### src/rtl/dl_chunked_adder_if.sv
// Request/response bundle for dl_chunked_adder.
//   master : drives req_val/req_a/req_b/req_cin/req_sub and resp_rdy
//   slave  : drives req_rdy and resp_val/resp_sum/resp_cout/resp_ovf
interface dl_chunked_adder_if #(
  parameter int NUM_BITS = 32
);
  logic                req_val;
  logic                req_rdy;
  logic [NUM_BITS-1:0] req_a;
  logic [NUM_BITS-1:0] req_b;
  logic                req_cin;
  logic                req_sub;
  logic                resp_val;
  logic                resp_rdy;
  logic [NUM_BITS-1:0] resp_sum;
  logic                resp_cout;
  logic                resp_ovf;

  modport master (
    output req_val, req_a, req_b, req_cin, req_sub, resp_rdy,
    input  req_rdy, resp_val, resp_sum, resp_cout, resp_ovf
  );

  modport slave (
    input  req_val, req_a, req_b, req_cin, req_sub, resp_rdy,
    output req_rdy, resp_val, resp_sum, resp_cout, resp_ovf
  );
endinterface

### src/rtl/dl_chunked_adder.sv
// Multi-cycle add/subtract unit: NUM_BITS-wide operands are summed one
// CHUNK_BITS slice per cycle with the ripple carry held in a register.
//
// Ports:
//   clk    : rising-edge clock
//   rst_n  : asynchronous active-low reset
//   bus    : dl_chunked_adder_if.slave (request valid/ready + operands,
//            response valid/ready + sum/cout/ovf)
//
// state  | meaning
// -------+-------------------------------------------------------------
// S_IDLE | req_rdy high, waiting for req_val
// S_BUSY | one slice added per cycle, NUM_CHUNKS cycles
// S_DONE | resp_val high, result held until resp_rdy
module dl_chunked_adder #(
  parameter int NUM_BITS   = 32,
  parameter int CHUNK_BITS = 8
) (
  input  logic               clk,
  input  logic               rst_n,
  dl_chunked_adder_if.slave  bus
);

  localparam int NUM_CHUNKS = NUM_BITS / CHUNK_BITS;
  localparam int CNT_W      = (NUM_CHUNKS > 1) ? $clog2(NUM_CHUNKS) : 1;

  typedef enum logic [1:0] {S_IDLE, S_BUSY, S_DONE} state_t;

  state_t              r_state;
  state_t              w_state_nxt;
  logic [NUM_BITS-1:0] r_a;
  logic [NUM_BITS-1:0] r_b;
  logic [NUM_BITS-1:0] r_sum;
  logic [CNT_W-1:0]    r_cnt;
  logic                r_carry;
  logic                r_a_msb;
  logic                r_b_msb;
  logic                r_cout;
  logic                r_ovf;

  logic                w_accept;
  logic                w_last;
  logic                w_c;
  logic [CHUNK_BITS-1:0] w_s;
  logic [NUM_BITS-1:0] w_a_shr;
  logic [NUM_BITS-1:0] w_b_shr;
  logic [NUM_BITS-1:0] w_sum_shr;

  assign w_accept = bus.req_val && (r_state == S_IDLE);
  assign w_last   = (r_cnt == CNT_W'(NUM_CHUNKS - 1));

  // The operands are shifted down one slice per cycle so the adder always
  // sees slice 0; the result is shifted in from the top, so after
  // NUM_CHUNKS cycles slice k sits at its natural position.
  assign {w_c, w_s} = {1'b0, r_a[CHUNK_BITS-1:0]}
                    + {1'b0, r_b[CHUNK_BITS-1:0]}
                    + {{CHUNK_BITS{1'b0}}, r_carry};

  generate
    if (NUM_CHUNKS > 1) begin : g_shift
      assign w_a_shr   = {{CHUNK_BITS{1'b0}}, r_a[NUM_BITS-1:CHUNK_BITS]};
      assign w_b_shr   = {{CHUNK_BITS{1'b0}}, r_b[NUM_BITS-1:CHUNK_BITS]};
      assign w_sum_shr = {w_s, r_sum[NUM_BITS-1:CHUNK_BITS]};
    end else begin : g_single
      assign w_a_shr   = '0;
      assign w_b_shr   = '0;
      assign w_sum_shr = w_s;
    end
  endgenerate

  always_ff @(posedge clk or negedge rst_n) begin
    if (!rst_n) r_state <= S_IDLE;
    else        r_state <= w_state_nxt;
  end

  always_comb begin
    w_state_nxt = r_state;
    case (r_state)
      S_IDLE:  if (w_accept)     w_state_nxt = S_BUSY;
      S_BUSY:  if (w_last)       w_state_nxt = S_DONE;
      S_DONE:  if (bus.resp_rdy) w_state_nxt = S_IDLE;
      default:                   w_state_nxt = S_IDLE;
    endcase
  end

  always_ff @(posedge clk or negedge rst_n) begin
    if (!rst_n) begin
      r_a     <= '0;
      r_b     <= '0;
      r_sum   <= '0;
      r_cnt   <= '0;
      r_carry <= 1'b0;
      r_a_msb <= 1'b0;
      r_b_msb <= 1'b0;
      r_cout  <= 1'b0;
      r_ovf   <= 1'b0;
    end else if (w_accept) begin
      // Subtract is A + ~B + 1; req_cin is ignored in that mode.
      r_a     <= bus.req_a;
      r_b     <= bus.req_sub ? ~bus.req_b : bus.req_b;
      r_carry <= bus.req_sub ? 1'b1 : bus.req_cin;
      r_cnt   <= '0;
      // MSBs are kept aside because the operand registers get shifted away.
      r_a_msb <= bus.req_a[NUM_BITS-1];
      r_b_msb <= bus.req_sub ? ~bus.req_b[NUM_BITS-1] : bus.req_b[NUM_BITS-1];
    end else if (r_state == S_BUSY) begin
      r_a     <= w_a_shr;
      r_b     <= w_b_shr;
      r_sum   <= w_sum_shr;
      r_carry <= w_c;
      r_cnt   <= r_cnt + 1'b1;
      if (w_last) begin
        r_cout <= w_c;
        r_ovf  <= (r_a_msb == r_b_msb) && (w_s[CHUNK_BITS-1] != r_a_msb);
      end
    end
  end

  assign bus.req_rdy   = (r_state == S_IDLE);
  assign bus.resp_val  = (r_state == S_DONE);
  assign bus.resp_sum  = r_sum;
  assign bus.resp_cout = r_cout;
  assign bus.resp_ovf  = r_ovf;

endmodule

### src/flat_wrapper.sv
// flat-port wrapper written by rule: the top's interface ports become plain ports
module dl_chunked_adder_flat 
#(
  parameter int NUM_BITS   = 32,
  parameter int CHUNK_BITS = 8
)
  (clk, rst_n, bus_req_val, bus_req_a, bus_req_b, bus_req_cin, bus_req_sub, bus_resp_rdy, bus_req_rdy, bus_resp_val, bus_resp_sum, bus_resp_cout, bus_resp_ovf);
  dl_chunked_adder_if #(.NUM_BITS(NUM_BITS)) bus_i ();
  input  logic clk;
  input  logic rst_n;
  input wire logic [$bits(bus_i.req_val)-1:0] bus_req_val;
  input wire logic [$bits(bus_i.req_a)-1:0] bus_req_a;
  input wire logic [$bits(bus_i.req_b)-1:0] bus_req_b;
  input wire logic [$bits(bus_i.req_cin)-1:0] bus_req_cin;
  input wire logic [$bits(bus_i.req_sub)-1:0] bus_req_sub;
  input wire logic [$bits(bus_i.resp_rdy)-1:0] bus_resp_rdy;
  output wire logic [$bits(bus_i.req_rdy)-1:0] bus_req_rdy;
  output wire logic [$bits(bus_i.resp_val)-1:0] bus_resp_val;
  output wire logic [$bits(bus_i.resp_sum)-1:0] bus_resp_sum;
  output wire logic [$bits(bus_i.resp_cout)-1:0] bus_resp_cout;
  output wire logic [$bits(bus_i.resp_ovf)-1:0] bus_resp_ovf;
  assign bus_i.req_val = bus_req_val;
  assign bus_i.req_a = bus_req_a;
  assign bus_i.req_b = bus_req_b;
  assign bus_i.req_cin = bus_req_cin;
  assign bus_i.req_sub = bus_req_sub;
  assign bus_i.resp_rdy = bus_resp_rdy;
  assign bus_req_rdy = bus_i.req_rdy;
  assign bus_resp_val = bus_i.resp_val;
  assign bus_resp_sum = bus_i.resp_sum;
  assign bus_resp_cout = bus_i.resp_cout;
  assign bus_resp_ovf = bus_i.resp_ovf;
  dl_chunked_adder #(.NUM_BITS(NUM_BITS), .CHUNK_BITS(CHUNK_BITS)) u_core (.clk(clk), .rst_n(rst_n), .bus(bus_i));
endmodule
### config.mk
export PLATFORM = sky130hd
export DESIGN_NAME = dl_chunked_adder_flat
export DESIGN_NICKNAME = d
export VERILOG_FILES = /design/src/rtl/dl_chunked_adder_if.sv /design/src/rtl/dl_chunked_adder.sv /design/src/flat_wrapper.sv
export SDC_FILE = /design/constraint.sdc
export NUM_CORES = 1
export LEC_CHECK = 0
export ABC_AREA = 1
export BUFFER_PORTS_ARGS = -buffer_cell sky130_fd_sc_hd__buf_2
export CORE_ASPECT_RATIO = 1.25
export CORE_MARGIN = 2
export CORE_UTILIZATION = 30
export DETAILED_ROUTE_END_ITERATION = 8
export PLACE_DENSITY = 0.51
export RECOVER_POWER = 100
export SLEW_MARGIN = 5
export SYNTH_ARGS = -nofsm -noshare
export SYNTH_HDL_FRONTEND = slang
export SYNTH_SLANG_ARGS = --single-unit
export TNS_END_PERCENT = 100
### constraint.sdc
create_clock -name clk -period 3.9 [get_ports clk]
set_input_delay 0.195 -clock clk [delete_from_list [all_inputs] [get_ports clk]]
set_output_delay 0.195 -clock clk [all_outputs]
set_load 0.05 [all_outputs]
# Word-level counts from Yosys, hierarchy flattened
# Index checks and enable logic that the tools add are counted.
dict set report word_totals {
  register_bits 105
  latch_bits 0
  mem_bits_rw 0
  rom_bits 0
  inputBits 70
  out_inout_bits 36
  word_cells 46
  mem_count 0
}
dict set report op_classes {
  addsub 3
  n_mul 0
  n_div 0
  n_lt_le_gt_ge 0
  eq_ne 8
  shift 0
  mux 15
  bitwise 3
  reduce_logical 7
}
# operator count
set ops {}
lappend ops {{$mux 32} 5}
lappend ops {{$not 32->32} 1}
lappend ops {{$mux 2} 5}
lappend ops {{$add 8x8->9} 1}
lappend ops {{$add 9x1->9} 1}
lappend ops {{$pmux 2 s3} 1}
lappend ops {{$reduce_and 3->1} 2}
lappend ops {{$eq 2x2->1 const B} 2}
lappend ops {{$mux 1} 4}
lappend ops {{$ne 2x1->1 const B} 2}
lappend ops {{$add 2x1->2 const B} 1}
lappend ops {{$eq 2x1->1 const B} 1}
lappend ops {{$logic_and 1x1->1} 2}
lappend ops {{$logic_not 2->1} 1}
lappend ops {{$ne 2x2->1 const B} 1}
lappend ops {{$not 1->1} 2}
lappend ops {{$reduce_and 2->1} 1}
lappend ops {{$reduce_bool 2->1} 1}
lappend ops {{$eq 1x1->1} 1}
lappend ops {{$ne 1x1->1} 1}

# Logic depth before layout (Yosys ltp)
# Gate-level depths: netlist of the first run.
dict set report depth {
  ltp_word 4
  ltp_mapped 9
  mapped_depth_nobuf 9
}

# Least setup slack after synthesis of the first run
# Ideal clock, no wire load.
dict set report synth_timing {
  kind {register -> register}
  from {register u_core.r_carry}
  to {register u_core.r_carry}
  setup_time_ps 117
  arrival_time_ps 1815
  required_ps 3783
  path_slack_ps 1968
  stages_incl_launch_ff 9
  n_path_buf 0
  synth_period_minus_slack_ps 1932
  cell_sequence {dfrtp_1 fa_1 fa_1 nand2_1 o21ai_0 a21oi_1 o21ai_0 nand2_1 nand2_1}
}
dict set report synth_between {
  elab_chain_len 3
}
# item line_no
set synth_rtl {}
lappend synth_rtl {{start: declaration} dl_chunked_adder.sv:35} ;# logic r_carry;
lappend synth_rtl {{start signal: assignment} dl_chunked_adder.sv:101} ;# r_carry <= bus.req_sub ? 1'b1 : bus.req_cin;
lappend synth_rtl {{start signal: assignment} dl_chunked_adder.sv:110} ;# r_carry <= w_c;
lappend synth_rtl {{$add 9x1->9} dl_chunked_adder.sv:57} ;# + {{CHUNK_BITS{1'b0}}, r_carry};
lappend synth_rtl {{$mux 1} dl_chunked_adder.sv:106} ;# end else if (r_state == S_BUSY) begin
lappend synth_rtl {{$mux 1} dl_chunked_adder.sv:97} ;# end else if (w_accept) begin
# No other way between the ends. The select of a mux whose other input is x is not followed.
# A chain may end at the register's enable or synchronous reset.

# Final worst setup path of the first run
dict set report layout_timing {
  from {register u_core.r_state[0]}
  to {register u_core.r_b[9]}
}
dict set report layout_between {
  elab_chain_len 3
  word_cells_on_any_way 5
  classes_between {eq/ne: 1; mux: 1; reduce/logical: 3}
}
# item line_no
set layout_rtl {}
lappend layout_rtl {{start: declaration} dl_chunked_adder.sv:29} ;# state_t r_state;
lappend layout_rtl {{start signal: assignment} dl_chunked_adder.sv:73} ;# else r_state <= w_state_nxt;
lappend layout_rtl {{$logic_not 2->1} dl_chunked_adder.sv:49} ;# assign w_accept = bus.req_val && (r_state == S_IDLE);
lappend layout_rtl {{$logic_and 1x1->1} dl_chunked_adder.sv:49}
lappend layout_rtl {{$mux 32 / $reduce_bool 2->1 (equally long branches)} n/a}
lappend layout_rtl {{end signal: assignment} dl_chunked_adder.sv:100} ;# r_b <= bus.req_sub ? ~bus.req_b : bus.req_b;
lappend layout_rtl {{end signal: assignment} dl_chunked_adder.sv:108} ;# r_b <= w_b_shr;
lappend layout_rtl {{end: declaration} dl_chunked_adder.sv:32} ;# logic [NUM_BITS-1:0] r_b;
# Parallel ways exist; a longest one is shown, timed or not.

==> results of run 1 <==
kinds of logic (layout without fill, tap and decap cells):
family	count (synthesis)	in the layout	synth area share
AND/OR/NAND/NOR	168	168	0.142
adder cells (fa/ha/maj)	10	10	0.0291
AO/OA/AOI/OAI	121	121	0.164
flip-flops	105	105	0.546
XOR/XNOR	27	27	0.0492
buffers and inverters	80	176	0.0695
worst paths after layout:
kind | slack, ns | cells past startpoint | from | endpoint
setup / recovery | 1.29 | 5 | u_core.r_state[0] | u_core.r_b[9]
hold / removal | 0.05 | 2 | bus_resp_rdy | u_core.r_state[1]
setup reg to reg | 1.29 | 5 | u_core.r_state[0] | u_core.r_b[9]
hold reg to reg | 0.48 | 2 | u_core.r_b[31] | u_core.r_b[31]
max in group asynchronous | 1.83 | 3 | rst_n | u_core.r_a[11]
min in group asynchronous | 0.41 | 2 | rst_n | u_core.bus.resp_sum[0]
metal layers:
layer | up-vias | global-route usage | part of all wire
met2 | 84 | 0.228 | 0.48
li1 | 1883 | - | -
met4 | 0 | 0.0382 | 0.012
met3 | 13 | 0.0300 | 0.052
met5 | - | 0 | 0
met1 | 1800 | 0.198 | 0.46
registers in the layout, summed over array words and instances (netlist names):
register	count
u_core.bus.resp_cout	1
u_core.bus.resp_sum	32
u_core.r_state	2
u_core.r_cnt	2
u_core.r_b_msb	1
u_core.r_a	32
u_core.r_a_msb	1
u_core.r_b	32
u_core.r_carry	1
u_core.bus.resp_ovf	1
area by class of cell:
class,instances,area (um^2)
tap,212,265
clock buffer,9,225
inverter,50,188
clock inverter,7,55.1
fill,1650,9920
timing repair buffer,110,508
sequential,105,2630
multi-input combinational,326,1840
metrics by stage:
| step | utilization | total power, mW |
|---|---|---|
| floorplan | - | 3.96 |
| global placement | 0.351 | 4.54 |
| detailed placement | 0.351 | 4.60 |
| CTS | 0.369 | 5.48 |
| global route | 0.365 | 5.82 |
| finish | 0.365 | 5.35 |
critical path: stages, from the launching register on:
cell and delay (ns):
dfrtp_1 0.39, inv_1 0.08, nor2_4 0.44, clkbuf_1 1.20, a22oi_1 0.26, o21ai_0 0.14
where the power goes:
group	switching (mW)	total [mW]	internal, mW
sequential	0.309	1.92	1.61
clock	0.425	0.864	0.439
combinational	1.84	2.56	0.725
total	2.57	5.35	2.78
layout by cell type (no fill, tap or decap), types with 3 or more instances in the layout:
master     count
or2_2          8
xnor2_1       16
inv_1         48
a21oi_1        7
o21ai_0       51
clkbuf_2       3
ha_1           8
o211ai_1      14
a22oi_1       24
dfrtp_1      105
buf_2         68
nand3_1        8
nand2_1      143
nor2_1         7
o221ai_1      10
xor2_1        11
clkbuf_16      9
a32o_1         8
clkbuf_1      38
==> flow_metrics.env, run 1 <==
export IMPL_routedWlPerCell_um=14.6
export IMPL_root_buffer="clkbuf_16"
export IMPL_rsz0062_at_grt="false"
export IMPL_num_vias=3780
export IMPL_grt_max_degree=57
export IMPL_hold_viol=0
export IMPL_vias_per_cell=4.62
export IMPL_ant_nets=0
export IMPL_fin_ws_ns=1.29
export IMPL_fin_crit_ns=2.61
export IMPL_grt_use_total=0.144
export IMPL_slew_headroom=-0.0564
export IMPL_insertion_delay_ns=0.35
export IMPL_drtPass1Iterations=4
export IMPL_cts_tree="built"
export IMPL_synth_area_per_cell_um2=9.41
export IMPL_tns_ns=0
export IMPL_finClkSkew_ns=0.00884
export IMPL_start_util=0.308
export IMPL_ys_warn_count=0
export IMPL_yosysMostFrequentCell="nand2_1"
export IMPL_gp_congestion=0.808
export IMPL_end_kind="register"
export IMPL_dieArea_um2=17100
export IMPL_slew_viol_final=41
export IMPL_area_delta_synth_final_pct=18.8
export IMPL_n_antenna_cell=0
export IMPL_dp_cells=802
export IMPL_synth_edf_count=0
export IMPL_fmax_ghz=0.383
export IMPL_cp_required_ns=4.16
export IMPL_h_tree_depth=3
export IMPL_cts_made_buffers=9
export IMPL_finalNetCount=682
export IMPL_hold_slack_ns=0.0498
export IMPL_grt_ovfl_total=0
export IMPL_worstMarginPinSlew_ns=1.58
export IMPL_violations="max-capacitance violations, max-slew violations"
export IMPL_p_leak_nw=2.71
export IMPL_drc=0
export IMPL_hold_buffers=1
export IMPL_syn_nets=591
export IMPL_min_period_over_period=0.669
export IMPL_vdd_drop_max_mv=0.310
export IMPL_power_density_nw_per_um2=937
export IMPL_ys_seq_area_frac=0.546
export IMPL_clockBufferDepth=2
export IMPL_antenna_found_initial=0
export IMPL_cap_violations=1
export IMPL_io_buffers=105
export IMPL_final_area_um2=5710
export IMPL_die_h_um=146
export IMPL_arrival_ns=2.87
export IMPL_drt_iter0_drc=297
export IMPL_cts_resized=0
export IMPL_synth_flop_cell="dfrtp_1"
export IMPL_setup_worst_path_start_class="register"
export IMPL_yosysTopAreaCell="dfrtp_1"
export IMPL_finalWirelength_mm=12.0
export IMPL_synth_common_cells="nand2_1, dfrtp_1, inv_1, o21ai_0, a22oi_1"
export IMPL_dp_hpwl_mm=8.40
export IMPL_fp_coreArea_um2=15600
export IMPL_ys_ff_latch=105
export IMPL_critPathMaxFanout=40
export IMPL_die_x_um=117
export IMPL_dp_slack_ns=1.67
export IMPL_finalSetupViolations=0
export IMPL_post_route_cells_drive_above_1_share=0.163
export IMPL_ys_async_sr_fraction=1.00
export IMPL_num_rows=51
export IMPL_worstHoldPathType="primary input to register"
export IMPL_syn_inst=511
export IMPL_syn_area_um2=4810
export IMPL_post_cts_buffers=0
export IMPL_yosysUniqueCellTypes=31
export IMPL_grt_pass1_wl_mm=19.2
export IMPL_placed_cell_area_um2=5490
export IMPL_ios=106
export IMPL_critPathKind="register to register"
export IMPL_clk_pin_slew_ns=0.07
export IMPL_fin_cells=819
export IMPL_cts_sinks=105
export IMPL_grt_pass1_vias=3718
export IMPL_status="complete, but fails checks"
export IMPL_synth_top_cells_by_area="dfrtp_1, nand2_1, o21ai_0"
export IMPL_synthDominantCellAreaShare=0.546
Power figures use the tool's default switching activity.
==> run 2: changes to the inputs <==
--- a/config.mk
+++ b/config.mk
@@ -5,13 +5,13 @@
 export SDC_FILE = /design/constraint.sdc
 export NUM_CORES = 1
 export LEC_CHECK = 0
-export ABC_AREA = 1
+export ABC_AREA = 0
 export BUFFER_PORTS_ARGS = -buffer_cell sky130_fd_sc_hd__buf_2
 export CORE_ASPECT_RATIO = 1.25
 export CORE_MARGIN = 2
 export CORE_UTILIZATION = 30
 export DETAILED_ROUTE_END_ITERATION = 8
-export PLACE_DENSITY = 0.51
+export PLACE_DENSITY = 0.53
 export RECOVER_POWER = 100
 export SLEW_MARGIN = 5
 export SYNTH_ARGS = -nofsm -noshare
==> constraint.sdc (replaced) <==
create_clock -name clk -period 2.4 [get_ports clk]
set_input_delay 0.12 -clock clk [delete_from_list [all_inputs] [get_ports clk]]
set_output_delay 0.12 -clock clk [all_outputs]
set_load 0.05 [all_outputs]
==> run 2 against run 1 <==
- via count is 2.8% higher
- the flow now finishes without violations
- largest power group unchanged
- first-iteration DRC count is 37% lower
- critical endpoint is now u_core.bus.resp_cout
- clock-buffer cell count is 1 higher
==> flow_metrics.env, run 2 <==
export IMPL_antenna_found_initial=0
export IMPL_cts_sinks=105
export IMPL_yosysMostFrequentCell="nand2_1"
export IMPL_slew_viol_final=0
export IMPL_num_vias=3886
export IMPL_synthDominantCellAreaShare=0.547
export IMPL_drc=0
export IMPL_cap_violations=0
export IMPL_rsz0062_at_grt="false"
export IMPL_syn_nets=569
export IMPL_clk_pin_slew_ns=0.07
export IMPL_dp_cells=785
export IMPL_finalSetupViolations=0
export IMPL_hold_slack_ns=0.0186
export IMPL_synth_common_cells="nand2_1, dfrtp_1, xnor2_1, nor2_1"
export IMPL_die_h_um=146
export IMPL_area_delta_synth_final_pct=26.4
export IMPL_p_leak_nw=2.94
export IMPL_synth_edf_count=0
export IMPL_synth_flop_cell="dfrtp_1"
export IMPL_io_buffers=105
export IMPL_fp_coreArea_um2=15600
export IMPL_mostFrequentLayoutCells="nand2_1, dfrtp_1, buf_2"
export IMPL_fin_crit_ns=2.28
export IMPL_yosysTopAreaCell="dfrtp_1"
export IMPL_clockBufferDepth=2
export IMPL_insertion_delay_ns=0.35
export IMPL_final_util=0.389
export IMPL_drtPass1Iterations=4
export IMPL_worstHoldPathType="primary input to register"
export IMPL_num_rows=51
export IMPL_final_common_cell="nand2_1"
export IMPL_arrival_ns=2.50
export IMPL_status="complete, no violations"
export IMPL_grt_pass1_vias=3823
export IMPL_hold_viol=0
export IMPL_grt_use_total=0.145
export IMPL_routedWlPerCell_um=14.2
export IMPL_synth_top_cells_by_area="dfrtp_1, nand2_1, xnor2_1"
export IMPL_ys_warn_count=0
export IMPL_finalWirelength_mm=11.7
export IMPL_grt_max_degree=52
export IMPL_end_kind="register"
export IMPL_syn_area_um2=4810
export IMPL_die_x_um=117
export IMPL_power_mw=8.74
export IMPL_slowest_stage="fa_1"
export IMPL_cp_required_ns=2.62
export IMPL_dp_slack_ns=0.0325
export IMPL_final_fill_count=1602
export IMPL_yosysUniqueCellTypes=37
export IMPL_ys_seq_area_frac=0.547
export IMPL_max_stage_delay_ns=0.49
export IMPL_finClkSkew_ns=0.00865
export IMPL_tns_ns=0
export IMPL_ys_async_sr_fraction=1.00
export IMPL_dp_hpwl_mm=8.00
export IMPL_critPathMaxFanout=3
export IMPL_start_util=0.307
export IMPL_critPathKind="register to register"
export IMPL_synth_area_per_cell_um2=9.83
export IMPL_gp_congestion=0.749
export IMPL_h_tree_depth=3
export IMPL_fin_cells=829
export IMPL_dieArea_um2=17100
export IMPL_grt_pass1_wl_mm=19.4
export IMPL_min_period_over_period=0.948
export IMPL_fin_ws_ns=0.124
export IMPL_placed_cell_area_um2=5570
export IMPL_ant_nets=0
export IMPL_grt_ovfl_total=0
export IMPL_fmax_ghz=0.439
export IMPL_post_cts_buffers=0
export IMPL_final_area_um2=6080
export IMPL_vias_per_cell=4.69
export IMPL_syn_inst=489
export IMPL_ys_ff_latch=105
export IMPL_setup_worst_path_start_class="register"
export IMPL_power_density_nw_per_um2=1440
export IMPL_ios=106
export IMPL_drt_iter0_drc=187
export IMPL_cts_tree="built"
export IMPL_worstMarginPinSlew_ns=1.04
export IMPL_n_antenna_cell=0
export IMPL_finalNetCount=692
export IMPL_cts_made_buffers=9
export IMPL_post_route_cells_drive_above_1_share=0.164
export IMPL_root_buffer="clkbuf_16"
export IMPL_slew_headroom=0.304
export IMPL_path_cells="fa_1, fa_1, a21o_1, a21o_2, a21oi_4, a21o_1, o21ai_0"
export IMPL_vdd_drop_max_mv=0.976
## run 2: timing repair
action,CTS,global route
setup endpoints to repair,0,3
resized for setup,0,2
endpoints found under the hold margin,65,0
hold buffers,28,0
## run 2: power breakdown
group | switching [mW] | internal, mW
registers | 0.521 | 2.53
logic | 2.84 | 1.27
clock network | 0.663 | 0.919
## run 2: worst paths after layout
| path | startpoint | endpoint | slack (ns) | depth (start not counted) |
|---|---|---|---|---|
| max in group asynchronous | rst_n | u_core.r_a[7] | 0.62 | 3 |
| setup / recovery | u_core.r_carry | u_core.bus.resp_cout | 0.12 | 7 |
| min in group asynchronous | rst_n | u_core.bus.resp_sum[16] | 0.49 | 2 |
| hold reg to reg | u_core.bus.resp_sum[5] | u_core.bus.resp_sum[5] | 0.48 | 2 |
| hold / removal | bus_req_a[19] | u_core.r_a[19] | 0.02 | 3 |
| setup reg to reg | u_core.r_carry | u_core.bus.resp_cout | 0.12 | 7 |
## run 2: logic make-up after synthesis
logic type,synth area share
AND/OR/NAND/NOR,0.175
flip-flops,0.547
AO/OA/AOI/OAI,0.151
XOR/XNOR,0.0656
buffers and inverters,0.0325
adder cells (fa/ha/maj),0.0292
## run 2: final cells by class
class                   count  area [um^2]  area share
clock buffers              10          229      0.0377
clock inverters             6         90.1      0.0148
inverters                   1         3.75    0.000618
multi-input cells         350         2020       0.333
flip-flops and latches    105         2630       0.432
well taps                 212          265      0.0437
repair buffers            145          836       0.138
## run 2: routing by layer
metal  global-route usage  vias to the layer above  routed length (um)
li1                     -                     1914                   -
met1                0.202                     1858                5450
met2                0.218                       93                5470
met3               0.0200                       21                 439
met4               0.0771                        0                 371
met5                    0                        -                   0
## run 2: critical path: cells and delay by family (launching register included)
kind	cells	cell delay, ns
flops	1	0.41
fa+ha+maj	2	0.92
compound gates	5	0.83
==> run 3: changes to the inputs <==
==> constraint.sdc (replaced) <==
create_clock -name clk -period 2.4 [get_ports clk]
set_input_delay 0.36 -clock clk [delete_from_list [all_inputs] [get_ports clk]]
set_output_delay 0.36 -clock clk [all_outputs]
set_load 0.05 [all_outputs]
==> run 3 against run 2 <==
- critical path depth stayed put
- sequential cell count is the same
- setup slack improved by 0.014 ns
- largest cell class unchanged
- total power decreased by 0.95%
- register-to-register slack is essentially flat
- fmax up 0.64%
- worst hold slack better by 0.17 ns
==> flow_metrics.env, run 3 (same netlist as run 2, synthesis figures left out) <==
export IMPL_final_common_cell="nand2_1"
export IMPL_rrSetupSlack_ns=0.14
export IMPL_antenna_found_initial=0
export IMPL_clk_pin_slew_ns=0.07
export IMPL_status="complete, no violations"
export IMPL_finalNetCount=660
export IMPL_routedWlPerCell_um=14.3
export IMPL_grt_use_met3=0.0308
export IMPL_num_vias=3730
export IMPL_rr_startpoint="u_core.r_carry"
export IMPL_drt_iter0_drc=270
export IMPL_h_tree_depth=3
export IMPL_arrival_ns=2.48
export IMPL_multiInputGateArea_um2=2020
export IMPL_io_buffers=105
export IMPL_end_kind="register"
export IMPL_slew_viol_final=0
export IMPL_cp_startpoint="u_core.r_carry"
export IMPL_fin_cells=797
export IMPL_cts_tree="built"
export IMPL_critPathKind="register to register"
export IMPL_grt_pass1_vias=3685
export IMPL_setup_worst_path_start_class="register"
export IMPL_top_usage_layer="met2"
export IMPL_tns_ns=0
export IMPL_worstMarginPinSlew_ns=1.17
export IMPL_mostFrequentLayoutCells="nand2_1, dfrtp_1, buf_2"
export IMPL_cap_violations=0
export IMPL_grt_ovfl_total=0
export IMPL_finalSetupViolations=0
export IMPL_final_fill_count=1648
export IMPL_num_rows=51
export IMPL_cp_required_ns=2.62
export IMPL_critPathMaxFanout=3
export IMPL_use_met1=0.192
export IMPL_r2r_end="u_core.r_carry"
export IMPL_dp_hpwl_mm=7.79
export IMPL_r2r_cells=7
export IMPL_use_met2=0.214
export IMPL_hold_path_startpoint="bus_resp_rdy"
export IMPL_insertion_delay_ns=0.35
export IMPL_dieArea_um2=17100
export IMPL_post_route_cells_drive_above_1_share=0.166
export IMPL_gp_congestion=0.772
export IMPL_root_buffer="clkbuf_16"
export IMPL_die_h_um=146
export IMPL_cts_made_buffers=9
export IMPL_fp_coreArea_um2=15600
export IMPL_power_density_nw_per_um2=1500
export IMPL_n_antenna_cell=0
export IMPL_grt_max_degree=52
export IMPL_regArea_um2=2630
export IMPL_grt_pass1_wl_mm=18.7
export IMPL_drtPass1Iterations=4
export IMPL_min_period_over_period=0.942
export IMPL_fmax_ghz=0.442
export IMPL_rsz0062_at_grt="false"
export IMPL_finalWirelength_mm=11.4
export IMPL_slew_headroom=0.217
export IMPL_drc=0
export IMPL_power_mw=8.66
export IMPL_fin_crit_ns=2.26
export IMPL_cts_sinks=105
export IMPL_hold_viol=0
export IMPL_worstHoldPathType="primary input to register"
export IMPL_vias_per_cell=4.68
export IMPL_area_delta_synth_final_pct=19.8
export IMPL_start_util=0.307
export IMPL_ios=106
export IMPL_vdd_drop_max_mv=1.16
export IMPL_ant_nets=0
export IMPL_finClkSkew_ns=0.00719
export IMPL_dp_cells=781
export IMPL_grt_use_total=0.140
export IMPL_die_x_um=117
export IMPL_clockBufferDepth=2
export IMPL_hold_buffers=0
export IMPL_p_leak_nw=2.80
export IMPL_cp_endpoint="u_core.r_carry"
## run 3: cell count changes in the layout (fill, tap and decap cells not counted), sizes merged
cell and delta:
clkinvlp +1, clkbuf -2, dlygate4sd3 -28, buf -3
## run 3: worst min path at each step
stage                                   end  slack (ns)  cells past startpoint
CTS                 u_core.bus.resp_sum[23]        0.03                      1
detailed placement  u_core.bus.resp_sum[23]        0.41                      1
global placement    u_core.bus.resp_sum[15]        0.41                      1
finish                    u_core.r_state[1]        0.19                      2
global route              u_core.r_state[1]        0.20                      2
floorplan              u_core.bus.resp_cout        0.06                      0
## run 3: through the flow
step / cell area (um^2) / worst slack, ns / hold slack, ns / utilization
after floorplan: 4810 / 0.215 / 0.0644 / -
after global placement: 5530 / 0.0965 / 0.407 / 0.354
after detailed placement: 5530 / 0.0717 / 0.411 / 0.354
after CTS: 5850 / 0.0658 / 0.0294 / 0.374
after global routing: 5760 / 0.0328 / 0.197 / 0.368
final: 5760 / 0.139 / 0.187 / 0.368
## run 3: critical path, cell delays in order (launching register included)
cell      delay [ns]
dfrtp_1         0.40
fa_1            0.48
fa_1            0.43
a21o_1          0.19
a21o_2          0.22
a21oi_2         0.18
a21o_1          0.15
o211ai_1        0.08
## run 3: report_power, final
| part | internal [mW] | switching, mW |
|---|---|---|
| clock | 0.915 | 0.678 |
| sequential | 2.53 | 0.525 |
| combinational | 1.22 | 2.80 |
## run 3: layout make-up
cell class              instances  share of cell area
repair buffers                113              0.0911
inverters                       1            0.000652
flip-flops and latches        105               0.456
multi-input cells             350               0.350
clock inverters                 7              0.0163
clock buffers                   9              0.0391
well taps                     212              0.0461
## run 3: timing repair
action,4_1_cts,5_1_grt
resized for setup,0,1
buffers inserted,0,0
endpoints found under the setup margin,0,3
## run 3: layer usage
| layer | up-vias | wire length (um) |
|---|---|---|
| met4 | 0 | 197 |
| met2 | 97 | 5420 |
| li1 | 1846 | - |
| met5 | - | 0 |
| met1 | 1776 | 5230 |
| met3 | 11 | 535 |
